==> src/rtl/tsp_pkg.sv <==
// -----------------------------------------------------------------------------
// tsp_pkg
// Shared constants and types for the TensorStreamingProcessor datapath.
//   INSTRUCTION_WIDTH   : width of one ICU instruction word
//   instr_t             : one instruction word
//   NUM_TILES_PER_SLICE : tiles per superlane slice
//   MIN_VEC_LENGTH      : shortest vector the streaming units handle
// -----------------------------------------------------------------------------
package tsp_pkg;

    localparam int INSTRUCTION_WIDTH   = 32;
    localparam int NUM_TILES_PER_SLICE = 20;
    localparam int MIN_VEC_LENGTH      = 16;

    typedef logic [INSTRUCTION_WIDTH-1:0] instr_t;

endpackage : tsp_pkg

==> src/rtl/icu_instruction_queue.sv <==
// -----------------------------------------------------------------------------
// icu_instruction_queue
// First-word-fall-through instruction FIFO sitting in front of the ICU.
// The loader pushes words; the ICU consumes the head on a valid/ready handshake.
//
// Ports
//   clk               : rising-edge clock
//   rst               : synchronous active-low reset
//   flush             : synchronous clear of pointers, count and overflow
//   wr_en / wr_data   : push request and word from the loader
//   full              : count == DEPTH
//   almost_full       : count >= ALMOST_FULL_LEVEL
//   instruction_in    : head word (combinational read of storage)
//   instruction_valid : head word is valid (count != 0)
//   instruction_ready : ICU takes the head word this cycle
//   fifo_empty        : count == 0
//   count             : occupancy 0..DEPTH
//   overflow          : sticky, set when a push is attempted while full
// -----------------------------------------------------------------------------
module icu_instruction_queue
    import tsp_pkg::*;
#(
    parameter int DEPTH             = 16,
    parameter int ALMOST_FULL_LEVEL = 14
) (
    input  logic                     clk,
    input  logic                     rst,
    input  logic                     flush,
    input  logic                     wr_en,
    input  instr_t                   wr_data,
    output logic                     full,
    output logic                     almost_full,
    output instr_t                   instruction_in,
    output logic                     instruction_valid,
    input  logic                     instruction_ready,
    output logic                     fifo_empty,
    output logic [$clog2(DEPTH):0]   count,
    output logic                     overflow
);

    localparam int PTR_W = $clog2(DEPTH);
    localparam int CNT_W = PTR_W + 1;

    localparam logic [CNT_W-1:0] FULL_CNT = CNT_W'(DEPTH);
    localparam logic [CNT_W-1:0] AF_CNT   = CNT_W'(ALMOST_FULL_LEVEL);

    instr_t             mem_q [DEPTH];
    logic [PTR_W-1:0]   wr_ptr_q, wr_ptr_d;
    logic [PTR_W-1:0]   rd_ptr_q, rd_ptr_d;
    logic [CNT_W-1:0]   count_q,  count_d;
    logic               overflow_q, overflow_d;

    logic               push;
    logic               pop;

    // Status is taken from the registered count only, so nothing on the
    // write or ready side reaches these outputs combinationally.
    assign full              = (count_q == FULL_CNT);
    assign almost_full       = (count_q >= AF_CNT);
    assign fifo_empty        = (count_q == '0);
    assign instruction_valid = !fifo_empty;
    assign count             = count_q;
    assign overflow          = overflow_q;
    assign instruction_in    = mem_q[rd_ptr_q];

    // Full blocks pushes even when a pop happens in the same cycle; this keeps
    // instruction_ready out of the push decision.
    assign push = wr_en && !full && !flush;
    assign pop  = instruction_valid && instruction_ready && !flush;

    always_comb begin
        wr_ptr_d   = wr_ptr_q;
        rd_ptr_d   = rd_ptr_q;
        count_d    = count_q;
        overflow_d = overflow_q;

        if (flush) begin
            wr_ptr_d   = '0;
            rd_ptr_d   = '0;
            count_d    = '0;
            overflow_d = 1'b0;
        end else begin
            if (push) begin
                wr_ptr_d = wr_ptr_q + 1'b1;
            end
            if (pop) begin
                rd_ptr_d = rd_ptr_q + 1'b1;
            end
            unique case ({push, pop})
                2'b10:   count_d = count_q + 1'b1;
                2'b01:   count_d = count_q - 1'b1;
                default: count_d = count_q;
            endcase
            if (wr_en && full) begin
                overflow_d = 1'b1;
            end
        end
    end

    always_ff @(posedge clk) begin
        if (!rst) begin
            wr_ptr_q   <= '0;
            rd_ptr_q   <= '0;
            count_q    <= '0;
            overflow_q <= 1'b0;
        end else begin
            wr_ptr_q   <= wr_ptr_d;
            rd_ptr_q   <= rd_ptr_d;
            count_q    <= count_d;
            overflow_q <= overflow_d;
        end
    end

    // Storage has no reset; an entry is only read while it is counted.
    always_ff @(posedge clk) begin
        if (rst && push) begin
            mem_q[wr_ptr_q] <= wr_data;
        end
    end

endmodule : icu_instruction_queue
==> config.mk <==
export PLATFORM = sky130hd
export DESIGN_NAME = icu_instruction_queue
export DESIGN_NICKNAME = d
export VERILOG_FILES = /design/src/rtl/tsp_pkg.sv /design/src/rtl/icu_instruction_queue.sv
export SDC_FILE = /design/constraint.sdc
export NUM_CORES = 1
export LEC_CHECK = 0
export BUFFER_PORTS_ARGS = -buffer_cell sky130_fd_sc_hd__buf_2
export CAP_MARGIN = 20
export CORE_MARGIN = 10
export CORE_UTILIZATION = 30
export CTS_CLUSTER_DIAMETER = 80
export CTS_CLUSTER_SIZE = 16
export DETAILED_ROUTE_END_ITERATION = 12
export PLACE_DENSITY = 0.49
export SETUP_SLACK_MARGIN = 0.4
export SLEW_MARGIN = 20
export SYNTH_ARGS = -nofsm -noshare
export SYNTH_HDL_FRONTEND = slang
export SYNTH_SLANG_ARGS = --single-unit
==> constraint.sdc <==
create_clock -name clk -period 9.6 [get_ports clk]
set_input_delay 0.96 -clock clk [delete_from_list [all_inputs] [get_ports clk]]
set_output_delay 0.96 -clock clk [all_outputs]
set_load 0.005 [all_outputs]
==> flow_results.org <==
** Run status
- Run status :: complete, no violations

** Worst setup path
- The worst setup path is captured at a primary output.
- The worst register-to-register path ends at mem_q[15][2]$_DFFE_PP_.
- Maximum cell stage delay along the critical path :: 0.88 ns
- Along the worst path, the maximum fanout reaches 67.
- Count of cells along the worst register-to-register path :: 5
- The worst register-to-register path begins at count[0]$_SDFFE_PP0P_.
- Data arrival at the endpoint of the critical path :: 3.65 ns
- Data on the critical path is required at its endpoint by 8.64 ns.
- Path type of the worst setup path :: flip-flop to primary output
- On the critical path, the stage with the largest delay is an instance of sky130_fd_sc_hd__buf_4.
- Kind of launch point of the worst setup path :: flip-flop
- In this design, the critical path's most frequently occurring cell is sky130_fd_sc_hd__buf_4.
- Crit path cell chain :: buf_4, buf_4, mux4_2, a22oi_1, nand2_1, buf_2
- Internal reg-to-reg setup slack :: 6.63 ns

** Die
- Width of the die :: 279 um
- Total number of placement rows :: 94
- Initial Util :: 0.304
- Overall die area :: 0.0777 mm2
- Vertical die dimension :: 279 um
- The region available for standard cell placement spans 0.0661 mm2.
- During I/O placement, the number of pins put on the boundary was 79.

** Layout
- Leading cell types in the layout, fill and taps excluded :: 512 x sky130_fd_sc_hd__edfxtp_1, 128 x sky130_fd_sc_hd__mux4_2, 78 x sky130_fd_sc_hd__buf_2
- The layout has 6187 filler cells.
- Total number of nets in the final design :: 1043
- Footprint of the flip-flops and latches :: 0.0157 mm2
- Ratio of cells with drive above 1 in the final layout :: 0.299
- Summing all multi-input logic gate instances after layout gives 0.00425 mm2.
- Area growth syn-to-layout :: 13.4%
- Final Cell Area :: 0.0228 mm2
- Leaving out fill and tap cells, the most frequent cell in the layout is sky130_fd_sc_hd__edfxtp_1.

** Worst hold path
- The path class of the tightest hold or removal check is flip-flop to flip-flop.
- Cell depth of the worst min-delay path :: 2
- Start point of the worst min-delay path :: overflow$_SDFFE_PP0P_
- For hold timing, the worst endpoint is overflow$_SDFFE_PP0P_.

** Timing
- The total count of hold-check failures in the final report came to 0.
- Unrepaired setup endpoints after global routing :: false
- After routing, the total negative slack on setup checks comes to 0 ns.
- Tmin final :: 4.61 ns
- On the final layout, the worst hold slack is 0.479 ns.
- Dividing the final minimum period by the clock period gives 0.480.
- Clock skew on the completed layout was measured at 0.0251 ns.
- At the pin with the least slew margin, the transition time is 1.04 ns.
- The number of max-slew violations in the final report is 0.
- Setup violations remaining at the end of the flow were counted as 0.
- For this run, the top clock speed supported by timing is 217 MHz.
- Max-Slew Margin vs Limit :: 0.305

** Power and ir drop
- The share of total power dissipated in the clock network is 0.371.
- Switching share of total power :: 0.201
- Cell internal power was estimated by the tool at 3330 uW.
- Leakage component of the power :: 0.00695 uW
- Combinational group share of total power :: 0.019
- Largest vdd supply drop :: 0.101 mV
- Total power per unit cell area :: 183 mW/mm2
- Summed over all nets, the switching power comes to 839 uW.
- Of the total power, registers draw 0.610.

** Clock network
- CTS placed an instance of sky130_fd_sc_hd__clkbuf_16 at the clock tree root.
- Buffers inserted to repair hold after CTS numbered 0.
- Buffers added to address setup during post-CTS repair amount to 0.
- Once the clock tree was built, the resizer swapped 0 gates to a different size.
- In this run the deepest clock path goes through 3 buffers.
- Clock-pin slew of the registers on the worst-case setup and hold paths :: 0.07 ns
- TritonCTS Buffers :: 40
- H-tree depth :: 2
- CTS saw 530 sinks.
- Worst-Skew Late Latency :: 0.57 ns
- TritonCTS built the clock tree.

** Synth
- Area fraction of the dominant cell type after synthesis :: 0.766
- Average instance area after synthesis :: 22.3 um2
- Cell area after synthesis :: 0.0201 mm2
- Synth area leader :: sky130_fd_sc_hd__edfxtp_1
- After synthesis, the cell types taking the most area are sky130_fd_sc_hd__edfxtp_1 77%, sky130_fd_sc_hd__mux4_2 14%, sky130_fd_sc_hd__a22oi_1 2.4%, sky130_fd_sc_hd__dfxtp_1 1.8%, sky130_fd_sc_hd__nand2_1 0.69%.
- Synth Instances :: 901
- For this run, the register share of the synthesized area comes to 0.783.
- Counting flops and latches in the post-synthesis netlist gives 530.
- During synthesis, Yosys emitted a total of 0 warnings.
- Counting every net in the synthesized netlist gives 948.
- The netlist uses 34 different library cells.

** GRT
- Entering global routing, the biggest net connects 85 pins.
- The first global-routing pass estimated 69700 um of wire.
- The via count of the first global-routing pass is 10100.
- Total global routing overflow :: 0
- Antenna violations before repair :: 4
- In the global route stage, overall resource usage came out at 0.121.

** Drt
- In the routed design, unresolved DRC markers number 0.
- Violation count after the first detailed-route iteration :: 703
- Residual antenna-violating net count after detailed routing :: 0
- After detailed routing, the average wire length per cell comes to 25.1 um.
- Vias after detailed routing :: 9238
- The routed design has 46900 um of wire.
- Post-detailed-route via-to-cell ratio :: 4.94
- The pre-antenna-repair detailed-routing pass consisted of 4 iterations.

** Placement
- Count of input and output buffers :: 78
- Final GP Congestion :: 0.721
- Post-placement cell area :: 0.0217 mm2
- The HPWL after detailed placement is 24300 um.

** Flow run
- Number of maximum-capacitance constraint violations :: 0
==> how the worst max path moves through the flow <==
stage	depth (start not counted)	slack (ns)	to
2_1_floorplan	4	5.43	mem_q[0][0]$_DFFE_PP_
3_3_place_gp	6	5.47	instruction_in[30]
3_5_place_dp	6	5.50	instruction_in[30]
4_1_cts	6	4.87	instruction_in[30]
5_1_grt	6	4.79	instruction_in[30]
6_report	6	4.99	instruction_in[30]
==> power groups by stage <==
stage	clock network (uW)	registers, uW	logic [uW]
after floorplan	0	2590	32.2
after global placement	0	2590	79.4
after detailed placement	0	2590	81.6
after CTS	1600	2540	81.8
after global routing	1690	2540	90.1
final	1550	2540	79.4
==> cell type report <==
class / instances / share of cell area
clock inverters: 7 / 0.00379
well taps: 864 / 0.0475
diodes: 1 / 0.000110
clock buffers: 45 / 0.0448
multi-input cells: 319 / 0.186
flip-flops and latches: 530 / 0.691
repair buffers: 101 / 0.0253
inverters: 4 / 0.000659
==> stage by stage <==
step	total power (uW)	util	worst slack, ns	cells
floorplan	2620	-	5.43	901
global route	4320	0.344	4.79	1870
CTS	4220	0.344	4.87	1870
detailed placement	2670	0.328	5.50	1818
global placement	2670	0.328	5.47	1818
finish	4170	0.344	4.99	1871
==> synthesized netlist by cell type (all sizes together) <==
cell    count
edfxtp    512
mux4      128
a22oi      64
nand2      37
buf        28
nor2       28
clkbuf     20
dfxtp      18
ha          9
nand3       9
o211ai      5
xor2        5
a21oi       4
inv         4
nand2b      4
nor3        4
mux2i       3
nor2b       3
or4         3
xnor2       2
a211oi      1
a21boi      1
a21o        1
and2        1
and3        1
and4b       1
fa          1
nand4b      1
nor4        1
o21ai       1
o31ai       1
==> sequential cells by signal, summed over array words and instances (netlist names), named ones only <==
name,flops
count,5
mem_q,512
overflow,1
rd_ptr_q,4
wr_ptr_q,4
==> critical path, delay by kind of cell, from the launching register on <==
family	cells	cell delay, ns
buf+inv	3	1.83
mux	1	0.42
flops	1	0.33
compound gates	1	0.22
simple gates	1	0.18
==> kinds of logic after synthesis <==
family                     synth area share
adders and majority gates           0.00660
xor gates and xnor gates            0.00305
and+or+nand+nor                      0.0207
buffers and inverters                0.0118
muxes                                 0.145
AOI/OAI and AO/OA                    0.0293
DFF                                   0.783
==> routing by layer <==
metal / wire [um] / vias to the layer above / GRT usage
met4: 772 / 4 / 0.0263
met1: 20700 / 5037 / 0.161
met3: 2360 / 57 / 0.0255
met2: 23000 / 180 / 0.202
met5: 32 / - / 0
li1: - / 3960 / -
Note: power is estimated with default switching activity, not from simulation.
